`src/rtl/alu_seq_pkg.sv`:
```
// Shared opcode encodings and FSM state type for the sequential ALU.
package alu_seq_pkg;

    localparam logic [3:0] OP_AND  = 4'd0;
    localparam logic [3:0] OP_ADD  = 4'd1;
    localparam logic [3:0] OP_SUB  = 4'd2;
    localparam logic [3:0] OP_SLL  = 4'd3;
    localparam logic [3:0] OP_SRL  = 4'd4;
    localparam logic [3:0] OP_SLT  = 4'd5;
    localparam logic [3:0] OP_SEQ  = 4'd6;
    localparam logic [3:0] OP_ABS  = 4'd7;
    localparam logic [3:0] OP_PASS = 4'd8;
    localparam logic [3:0] OP_MUL  = 4'd9;

    typedef enum logic [1:0] {
        S_IDLE = 2'd0,
        S_CALC = 2'd1,
        S_HOLD = 2'd2
    } state_t;

endpackage

```
`src/rtl/alu_seq_shifter.sv`:
```
// Iterative shift / shift-add multiply datapath with down-counter; done_o marks the final step.
// The multiply path exists only when ALU_SEQ_MUL_EN is defined.
module alu_seq_shifter
    import alu_seq_pkg::*;
#(
    parameter int WIDTH   = 8,
    parameter int SHAMT_W = $clog2(WIDTH) + 1
) (
    input  logic               clk_i,
    input  logic               rst_ni,
    input  logic               start_i,
    input  logic [3:0]         op_i,
    input  logic [SHAMT_W-1:0] cnt_i,
    input  logic [WIDTH-1:0]   a_i,
    input  logic [WIDTH-1:0]   b_i,
    output logic               done_o,
    output logic [WIDTH-1:0]   result_o,
    output logic               hi_nz_o
);

    logic [SHAMT_W-1:0] cnt_q;
    logic [WIDTH-1:0]   data_q;
    logic               left_q;
    logic [WIDTH-1:0]   data_step;

    assign data_step = left_q ? (data_q << 1) : (data_q >> 1);
    // done is asserted on the last step so the top registers the stepped value directly
    assign done_o    = (cnt_q == SHAMT_W'(1));

`ifdef ALU_SEQ_MUL_EN
    logic                 mul_q;
    logic [2*WIDTH-1:0]   mcand_q;
    logic [2*WIDTH-1:0]   acc_q;
    logic [2*WIDTH-1:0]   acc_step;

    assign acc_step = acc_q + (data_q[0] ? mcand_q : '0);
    assign result_o = mul_q ? acc_step[WIDTH-1:0] : data_step;
    assign hi_nz_o  = mul_q & (|acc_step[2*WIDTH-1:WIDTH]);

    always_ff @(posedge clk_i) begin
        if (!rst_ni) begin
            mul_q   <= 1'b0;
            mcand_q <= '0;
            acc_q   <= '0;
        end else if (start_i) begin
            mul_q   <= (op_i == OP_MUL);
            mcand_q <= {{WIDTH{1'b0}}, a_i};
            acc_q   <= '0;
        end else if (cnt_q != '0) begin
            mcand_q <= mcand_q << 1;
            acc_q   <= acc_step;
        end
    end
`else
    assign result_o = data_step;
    assign hi_nz_o  = 1'b0;
`endif

    always_ff @(posedge clk_i) begin
        if (!rst_ni) begin
            cnt_q  <= '0;
            data_q <= '0;
            left_q <= 1'b0;
        end else if (start_i) begin
            cnt_q  <= cnt_i;
            left_q <= (op_i == OP_SLL);
`ifdef ALU_SEQ_MUL_EN
            // multiplier walks right through data_q, one partial product per cycle
            data_q <= (op_i == OP_MUL) ? b_i : a_i;
`else
            data_q <= a_i;
`endif
        end else if (cnt_q != '0) begin
            cnt_q  <= cnt_q - SHAMT_W'(1);
            data_q <= data_step;
        end
    end

endmodule

```
`src/rtl/alu_seq.sv`:
```
// Handshaked sequential ALU: one op in flight, result held until accepted.
// Optional iterative multiply enabled by defining ALU_SEQ_MUL_EN.
//
//   state  | meaning
//   S_IDLE | ready for a request
//   S_CALC | iterating a shift or multiply
//   S_HOLD | result valid, waiting for ready_i
module alu_seq
    import alu_seq_pkg::*;
#(
    parameter int WIDTH   = 8,
    parameter int SHAMT_W = $clog2(WIDTH) + 1
) (
    input  logic             clk_i,
    input  logic             rst_ni,
    input  logic             valid_i,
    output logic             ready_o,
    input  logic [3:0]       opcode_i,
    input  logic [WIDTH-1:0] rs_i,
    input  logic [WIDTH-1:0] rt_i,
    output logic             valid_o,
    input  logic             ready_i,
    output logic [WIDTH-1:0] result_o,
    output logic             set_o,
    output logic             carry_o,
    output logic             ovf_o,
    output logic             busy_o
);

    state_t             state;
    logic               calc_mul_q;
    logic [WIDTH:0]     add_w;
    logic [WIDTH:0]     sub_w;
    logic [WIDTH-1:0]   abs_v;
    logic [WIDTH-1:0]   min_neg;
    logic [SHAMT_W-1:0] amt;
    logic               is_shift;
    logic               is_mul;
    logic               is_iter;
    logic               start;
    logic [WIDTH-1:0]   res_n;
    logic               set_n;
    logic               carry_n;
    logic               ovf_n;
    logic               sh_done;
    logic [WIDTH-1:0]   sh_result;
    logic               sh_hi_nz;

    assign add_w    = {1'b0, rs_i} + {1'b0, rt_i};
    assign sub_w    = {1'b0, rs_i} - {1'b0, rt_i};
    assign min_neg  = {1'b1, {(WIDTH-1){1'b0}}};
    assign abs_v    = rs_i[WIDTH-1] ? (~rs_i + WIDTH'(1)) : rs_i;
    assign amt      = (rt_i >= WIDTH'(WIDTH)) ? SHAMT_W'(WIDTH) : rt_i[SHAMT_W-1:0];
    assign is_shift = (opcode_i == OP_SLL) || (opcode_i == OP_SRL);
`ifdef ALU_SEQ_MUL_EN
    assign is_mul   = (opcode_i == OP_MUL);
`else
    assign is_mul   = 1'b0;
`endif
    assign is_iter  = (is_shift && (amt != '0)) || is_mul;
    assign start    = (state == S_IDLE) && valid_i && is_iter;

    always_comb begin
        res_n   = '0;
        set_n   = set_o;
        carry_n = carry_o;
        ovf_n   = ovf_o;
        case (opcode_i)
            OP_AND:  res_n = rs_i & rt_i;
            OP_ADD: begin
                res_n   = add_w[WIDTH-1:0];
                carry_n = add_w[WIDTH];
                ovf_n   = (rs_i[WIDTH-1] == rt_i[WIDTH-1]) && (add_w[WIDTH-1] != rs_i[WIDTH-1]);
            end
            OP_SUB: begin
                res_n   = sub_w[WIDTH-1:0];
                carry_n = sub_w[WIDTH];
                ovf_n   = (rs_i[WIDTH-1] != rt_i[WIDTH-1]) && (sub_w[WIDTH-1] != rs_i[WIDTH-1]);
            end
            OP_SLL, OP_SRL: res_n = rs_i;
            OP_SLT: begin
                set_n = ($signed(rs_i) < $signed(rt_i));
                res_n = WIDTH'(set_n);
            end
            OP_SEQ: begin
                set_n = (rs_i == rt_i);
                res_n = WIDTH'(set_n);
            end
            OP_ABS: begin
                res_n = abs_v;
                ovf_n = (rs_i == min_neg);
            end
            OP_PASS: res_n = rt_i;
            default: res_n = '0;
        endcase
    end

    alu_seq_shifter #(
        .WIDTH  (WIDTH),
        .SHAMT_W(SHAMT_W)
    ) u_shifter (
        .clk_i   (clk_i),
        .rst_ni  (rst_ni),
        .start_i (start),
        .op_i    (opcode_i),
        .cnt_i   (is_mul ? SHAMT_W'(WIDTH) : amt),
        .a_i     (rs_i),
        .b_i     (rt_i),
        .done_o  (sh_done),
        .result_o(sh_result),
        .hi_nz_o (sh_hi_nz)
    );

    always_ff @(posedge clk_i) begin
        if (!rst_ni) begin
            state      <= S_IDLE;
            calc_mul_q <= 1'b0;
            result_o   <= '0;
            set_o      <= 1'b0;
            carry_o    <= 1'b0;
            ovf_o      <= 1'b0;
            valid_o    <= 1'b0;
            ready_o    <= 1'b1;
            busy_o     <= 1'b0;
        end else begin
            case (state)
                S_IDLE: begin
                    if (valid_i) begin
                        ready_o <= 1'b0;
                        busy_o  <= 1'b1;
                        if (is_iter) begin
                            state      <= S_CALC;
                            calc_mul_q <= is_mul;
                        end else begin
                            state    <= S_HOLD;
                            valid_o  <= 1'b1;
                            result_o <= res_n;
                            set_o    <= set_n;
                            carry_o  <= carry_n;
                            ovf_o    <= ovf_n;
                        end
                    end
                end
                S_CALC: begin
                    if (sh_done) begin
                        state    <= S_HOLD;
                        valid_o  <= 1'b1;
                        result_o <= sh_result;
                        if (calc_mul_q) ovf_o <= sh_hi_nz;
                    end
                end
                S_HOLD: begin
                    if (ready_i) begin
                        state   <= S_IDLE;
                        valid_o <= 1'b0;
                        ready_o <= 1'b1;
                        busy_o  <= 1'b0;
                    end
                end
                default: state <= S_IDLE;
            endcase
        end
    end

endmodule
```
`config.mk`:
```
export PLATFORM = sky130hd
export DESIGN_NAME = alu_seq
export DESIGN_NICKNAME = d
export VERILOG_FILES = /design/src/rtl/alu_seq_pkg.sv /design/src/rtl/alu_seq_shifter.sv /design/src/rtl/alu_seq.sv
export SDC_FILE = /design/constraint.sdc
export NUM_CORES = 1
export LEC_CHECK = 0
export CAP_MARGIN = 20
export CORE_MARGIN = 4
export CORE_UTILIZATION = 56
export CTS_CLUSTER_SIZE = 8
export DETAILED_ROUTE_END_ITERATION = 10
export GPL_ROUTABILITY_DRIVEN = 0
export PLACE_DENSITY = 0.89
export SKIP_LAST_GASP = 1
export SLEW_MARGIN = 30
export SYNTH_ARGS = -nofsm -noshare
export SYNTH_HDL_FRONTEND = slang
export SYNTH_SLANG_ARGS = --single-unit
```
`constraint.sdc`:
```
create_clock -name clk_i -period 3 [get_ports clk_i]
set_input_delay 0.6 -clock clk_i [delete_from_list [all_inputs] [get_ports clk_i]]
set_output_delay 0.6 -clock clk_i [all_outputs]
set_load 0.03 [all_outputs]
```
==> results of run 1 <==
[worst min-delay path: cells and delay by family (launching register included)]
| kind | cells | cell delay [ns] |
|---|---|---|
| flops | 1 | 0.31 |
| compound gates | 2 | 0.19 |
[repair_timing]
item	in CTS	in global routing
pin swaps	0	2
setup endpoints to repair	1	2
gates resized for setup	1	2
setup buffers	0	2
[state kept, by name (all words and copies together), names as in the netlist]
register and count:
result_o 8, u_shifter.data_q 8, u_shifter.cnt_q 4, state 2, busy_o 1, carry_o 1, ovf_o 1, ready_o 1
set_o 1, u_shifter.left_q 1, valid_o 1
[where the power goes]
group	internal (mW)	switching, mW	leakage, nW	total (mW)
Sequential	0.469	0.0752	0.238	0.544
Clock	0.160	0.162	0.0439	0.322
Combinational	0.402	0.532	1.26	0.934
Total	1.03	0.769	1.54	1.80
[worst min-delay path by stage]
stage / from / end / slack, ns / cells after the start
6_report: result_o[1] / result_o[1] / 0.54 / 2
5_1_grt: ready_o / ready_o / 0.58 / 2
4_1_cts: set_o / set_o / 0.52 / 2
3_5_place_dp: set_o / set_o / 0.51 / 2
3_3_place_gp: valid_o / valid_o / 0.49 / 2
2_1_floorplan: state[0] / valid_o / 0.56 / 2
[through the flow]
stage | setup WS (ns) | total power [mW] | instance area [um^2] | TNS, ns
detailed placement | -0.314 | 1.43 | 3650 | -1.02
finish | -0.0175 | 1.80 | 3770 | -0.0175
global route | -0.101 | 1.92 | 3770 | -0.101
CTS | 0.0711 | 1.75 | 3730 | 0
floorplan | 0.551 | 1.14 | 2890 | 0
global placement | -0.157 | 1.38 | 3650 | -0.444
[metal layers]
layer | share of wire, % | global-route usage [%]
met1 | 37 | 40.4
met2 | 43 | 50.4
met5 | 0 | 0
met3 | 13 | 8.58
met4 | 7.0 | 16.9
[kinds of logic (layout without fill, tap and decap cells)]
logic type / Yosys count / count (layout) / synth area share [%]
AND/OR/NAND/NOR: 130 / 130 / 23.5
AO/OA/AOI/OAI: 128 / 128 / 31.6
buffers and inverters: 41 / 125 / 6.67
flip-flops: 29 / 29 / 20.1
adder cells (fa/ha/maj): 22 / 22 / 10.1
multiplexers: 14 / 14 / 4.94
XOR/XNOR: 10 / 10 / 3.03
[layout by cell type (no fill, tap or decap), types with 4 or more instances in the layout]
cell type and instances:
clkdlybuf4s50_1 36, a22oi_1 4, nor4_1 4, clkbuf_8 5, nor2b_1 4, buf_4 57, o21ai_0 17, o22ai_1 4
a21o_1 5, xnor2_1 7, dfxtp_1 29, mux2i_1 12, nand3_1 14, a221oi_1 5, ha_1 20, inv_1 22
nor2_1 47, nand2_1 18, nor3_1 6, o221ai_1 5, a21oi_1 30, a311oi_1 4, a211oi_1 12, a31oi_1 4
o31ai_1 6, or3_1 5, and3_1 4, nand2b_1 6
[final cells by class]
type	instances	area [um^2]
Clock buffer	5	68.8
Clock inverter	3	17.5
Fill cell	316	1080
Inverter	23	86.3
Multi-Input combinational cell	304	2130
Sequential cell	29	581
Tap cell	67	83.8
Timing Repair Buffer	94	797
==> metrics.csv, run 1 <==
stage,metric,value,unit
global_routing,grt_pass1_vias,3401,
drt,viasPerCell,6.89,
synthesis,synth_seq_cells,29,
floorplan,rows,25,
global_routing,grt_pass1_wl,16000,um
cts,root_buffer,clkbuf_8,
drt,dr.pass1.iters,8,
drt,vias,3617,
floorplan,die_w,79.8,um
floorplan,die_h,79.8,um
timing,fin_crit,3.02,ns
cts,cts_tree,built,
timing,post-route-period-util,101,%
synthesis,ys_top_cells_by_count,"47 x nor2_1, 30 x a21oi_1, 29 x dfxtp_1",
worst_setup_path,regToRegStartpoint,state[0],
synthesis,synth.top_cells.by_area,"dfxtp_1 20%, ha_1 8.7%, nor2_1 6.1%",
worst_setup_path,cp_max_fo,6,
drt,drc_errors,0,
global_routing,grt_antenna_before_repair,0,
cts,cts_buffers,5,
cells_and_area,finalNetCount,503,
timing,rsz0062_at_grt,yes,
floorplan,dieArea,6370,um^2
synthesis,yosys_warnings,0,
cts,cts_buffer_depth,2,
timing,hold_ws,0.543,ns
worst_setup_path,r2r-end,result_o[6],
placed_design,dpl.cell_count,515,
worst_setup_path,cp_data_arrival_time,3.20,ns
cts,clk-insertion-delay-late,0.29,ns
worst_setup_path,cp_top_family,compound AO/OA/AOI/OAI gates,
synthesis,avgSynthCellArea,7.72,um^2
cts,clk_pin_slew,0.07,ns
drt,totalWireLength,10400,um
synthesis,seq_area_frac_synth,20.1,%
outcome,status,"finished, violations left",
worst_setup_path,critPathSlowestCell,clkdlybuf4s50_1,
synthesis,synth_top_area_cell,dfxtp_1,
global_routing,grt_max_degree,26,
worst_setup_path,max_stage_delay,0.53,ns
pwr,leakagePower,1.54,nW
synthesis,synthDistinctLibCells,73,
worst_setup_path,worstRegToRegCells,6,
synthesis,ys.flop_type,dfxtp_1,
synthesis,postSynthCellCount,374,
timing,skew,0.00925,ns
worst_setup_path,cp-end-kind,register,
cts,cts.sinks,29,
floorplan,core,4850,um^2
worst_setup_path,crit_start,rs_i[3],
worst_setup_path,criticalPathCategory,input port to register,
synthesis,syn_nets,420,
timing,layout_setup_ws,-0.0175,ns
cells_and_area,area_growth_syn_to_layout,30.5,%
cells_and_area,antenna-diode-count,0,
placed_design,post-dp-hpwl,7690,um
synthesis,yosysTopAreaCellShare,20.1,%
floorplan,initial_utilization,59.5,%
drt,drtAntennaViolNets,0,
pwr,power_density,478,nW/um^2
worst_setup_path,cp_num_cells,8,
synthesis,synth.most_common_cell,nor2_1,
worst_setup_path,reg2reg_slack,1.02,ns
global_routing,grt_overflow,0,
synthesis,netlist_area,2890,um^2
run,drv_cap,0,
outcome,violations,setup timing,
cells_and_area,fin_util,77.7,%
cts,h-tree-depth,2,
worst_setup_path,cp-endpoint,result_o[5],
synthesis,synth_edf_count,0,
timing,finalSetupViolCount,1,
worst_setup_path,critPathBufInv,2,
floorplan,num_io_pins,38,
drt,wl_per_cell,19.8,um
cells_and_area,drive_above_1_share,17.5,%
placed_design,io_buffers,37,
worst_setup_path,cp_cell_sequence,clkdlybuf4s50_1 -> buf_4 -> or3_1 -> o31a_1 -> nor3b_1 -> a211oi_1 -> o221ai_1 -> a22o_1,
cts,ctsHoldBuffers,0,
pwr,peakVddDrop,352,uV
timing,relSlewSlack,57.3,%
worst_setup_path,crit_required,3.18,ns
timing,hold_viol_final,0,
global_routing,grt_usage,32.2,%
timing,timing.fmax,331,MHz
timing,drv_slew,0,
timing,tightestPinTransition,0.636,ns
min_path,hold_class,register to register,
synthesis,async_reset_ff_share,0,%
worst_setup_path,startpoint_type,input port,
cells_and_area,stdcell_count,525,
drt,drt_iter0_drc,525,
(Power assumes the default switching activity.)
==> run 2, diff against run 1 <==
CORE_UTILIZATION = 61   (was 56)
PLACE_DENSITY = 0.95   (was 0.89)
clock period = 3.59 ns   (was 3 ns; I/O delays follow)
==> run 2 against run 1 <==
Against the previous run:
- the flow now finishes without violations
- hold slack worse by 0.052 ns
- global-route usage is 0.17 points higher
- die area decreased by 7.4%
- register-to-register slack improved by 0.59 ns
- routed wire length shrank 6.4%
- power down 18%
- cell count shrank 10%
- count of clock-buffer cells in the layout rose by 2
- sequential power fell by 16%
- design area is 8.7% lower
- clock skew fell by 0.0043 ns
- critical path depth increased by 3
==> metrics.csv, run 2 (synthesis results as in run 1) <==
stage,metric,value,unit,change
cts,cts_buffer_depth,2,,unchanged
worst_setup_path,cp_max_fo,6,,unchanged
worst_setup_path,cp-end-kind,register,,
run,drv_cap,0,,unchanged
timing,drv_slew,0,,unchanged
drt,viasPerCell,7.24,,+5.2%
worst_setup_path,cp_data_arrival_time,3.52,ns,+0.32 ns
drt,drtAntennaViolNets,0,,unchanged
timing,tns,0,ns,+0.0175 ns
worst_setup_path,criticalPathCategory,input port to register,,
cells_and_area,reg_top3,"result_o: 8 flops, u_shifter.data_q: 8 flops, u_shifter.cnt_q: 4 flops",,
global_routing,grt_overflow,0,,unchanged
timing,post-route-period-util,92.0,%,
worst_setup_path,cp_cell_sequence,clkdlybuf4s50_1 -> inv_1 -> ha_1 -> inv_1 -> fa_1 -> a21o_1 -> a221oi_1 -> o21bai_1 -> o41ai_1 -> a21oi_1 -> a21oi_1,,
worst_setup_path,critPathSlowestCell,clkdlybuf4s50_1,,
timing,tightestPinTransition,0.733,ns,+0.0971 ns
cts,cts_tree,built,,
worst_setup_path,r2r-end,u_shifter.data_q[4],,
cts,clk-insertion-delay-late,0.28,ns,about the same
cells_and_area,fillCellCount,321,,+1.6%
global_routing,grt_pass1_vias,3086,,-9.3%
timing,hold_viol_final,0,,unchanged
worst_setup_path,startpoint_type,input port,,
worst_setup_path,max_stage_delay,0.52,ns,about the same
floorplan,num_io_pins,38,,unchanged
drt,totalWireLength,9730,um,-6.4%
worst_setup_path,cp_top_family,compound AO/OA/AOI/OAI gates,,
global_routing,grt_usage,32.4,%,+0.17 points
cts,root_buffer,clkbuf_8,,
pwr,leakagePower,1.35,nW,-13%
timing,rsz0062_at_grt,no,,
cells_and_area,drive_above_1_share,9.11,%,-8.4 points
cts,cts_resized,0,,-1
floorplan,core,4470,um^2,-7.7%
cts,ctsHoldBuffers,0,,unchanged
worst_setup_path,cp-endpoint,result_o[0],,
drt,drc_errors,0,,unchanged
cts,cts_setup_buffers,0,,unchanged
outcome,status,"finished, final reports clean",,
floorplan,die_h,76.8,um,-3.8%
worst_setup_path,critPathBufInv,3,,+1
cells_and_area,multi_input_area,2110,um^2,-0.94%
cells_and_area,finalInstanceArea,3440,um^2,-8.7%
worst_setup_path,worstRegToRegCells,7,,+1
min_path,hold_class,register to register,,
cts,h-tree-depth,2,,unchanged
drt,vias,3405,,-5.9%
timing,relSlewSlack,50.7,%,-6.6 points
timing,finalSetupViolCount,0,,-1
floorplan,die_w,76.8,um,-3.8%
floorplan,dieArea,5900,um^2,-7.4%
cells_and_area,mostFrequentLayoutCells,"47 x nor2_1, 37 x clkdlybuf4s50_1, 30 x a21oi_1",,
cts,cts.sinks,29,,unchanged
timing,timing.fmax,303,MHz,
drt,drt_iter0_drc,588,,+12%
timing,fin_crit,3.30,ns,
global_routing,grt_pass1_wl,15600,um,-2.9%
pwr,peakVddDrop,313,uV,-11%
floorplan,rows,24,,-4.0%
worst_setup_path,cp_num_cells,11,,+3
cells_and_area,regArea,581,um^2,unchanged
global_routing,grt_max_degree,23,,-12%
cts,clk_pin_slew,0.07,ns,about the same
drt,dr.pass1.iters,7,,-1
worst_setup_path,crit_required,3.81,ns,+0.63 ns
placed_design,io_buffers,37,,unchanged
worst_setup_path,reg2reg_slack,1.61,ns,+0.59 ns
cts,cts_buffers,5,,unchanged
cells_and_area,layout.cells.most_common,nor2_1,,
drt,wl_per_cell,20.7,um,+4.5%
global_routing,grt_antenna_before_repair,0,,unchanged
worst_setup_path,crit_start,rs_i[0],,
floorplan,initial_utilization,64.5,%,+5.0 points
cells_and_area,finalNetCount,462,,-8.2%
placed_design,post-dp-hpwl,7230,um,-6.0%
pwr,power_density,431,nW/um^2,-9.7%
cells_and_area,area_growth_syn_to_layout,19.2,%,
pwr,power,1.48,mW,-18%
worst_setup_path,regToRegStartpoint,state[0],,
placed_design,detailed_place.area,3340,um^2,-8.5%
timing,skew,0.00498,ns,-0.00427 ns
## run 2: layer usage
| layer | track usage (%) | wire [um] | up-vias | part of all wire, % |
|---|---|---|---|---|
| met5 | 0 | 0 | - | 0 |
| met4 | 14.1 | 582 | 0 | 6.0 |
| li1 | - | - | 1494 | - |
| met1 | 43.4 | 3730 | 1518 | 38 |
| met3 | 6.44 | 1250 | 77 | 13 |
| met2 | 50.3 | 4160 | 316 | 43 |
## run 2: final cells by class
type | instances | share of cell area (%)
Antenna cell | 1 | 0.0728
Timing Repair Buffer | 53 | 14.3
Tap cell | 52 | 1.89
Sequential cell | 29 | 16.9
Clock inverter | 1 | 0.146
Multi-Input combinational cell | 304 | 61.4
Inverter | 23 | 2.51
Clock buffer | 7 | 2.80
## run 2: report_power, final
group	switching, mW	internal [mW]
clock network	0.128	0.173
logic	0.429	0.296
registers	0.0659	0.392
## run 2: worst min-delay path: stages (launching register included)
cell,delay (ns)
dfxtp_1,0.31
nor2_1,0.09
a311oi_1,0.04
## run 2: how the worst min path moves through the flow
stage,start,endpoint,cells after the start
finish,valid_o,valid_o,2
global route,valid_o,valid_o,2
floorplan,state[0],valid_o,2
CTS,valid_o,valid_o,2
detailed placement,valid_o,valid_o,2
global placement,valid_o,valid_o,2
## run 2: per-stage QoR
stage          std cells  hold slack, ns  worst slack (ns)  util (%)
6_report             470           0.491             0.286      76.9
5_1_grt              469           0.516             0.149      76.8
3_3_place_gp         461           0.482             0.303      74.6
4_1_cts              469           0.492             0.390      76.8
2_1_floorplan        374           0.564              1.02         -
3_5_place_dp         461           0.483            0.0994      74.6
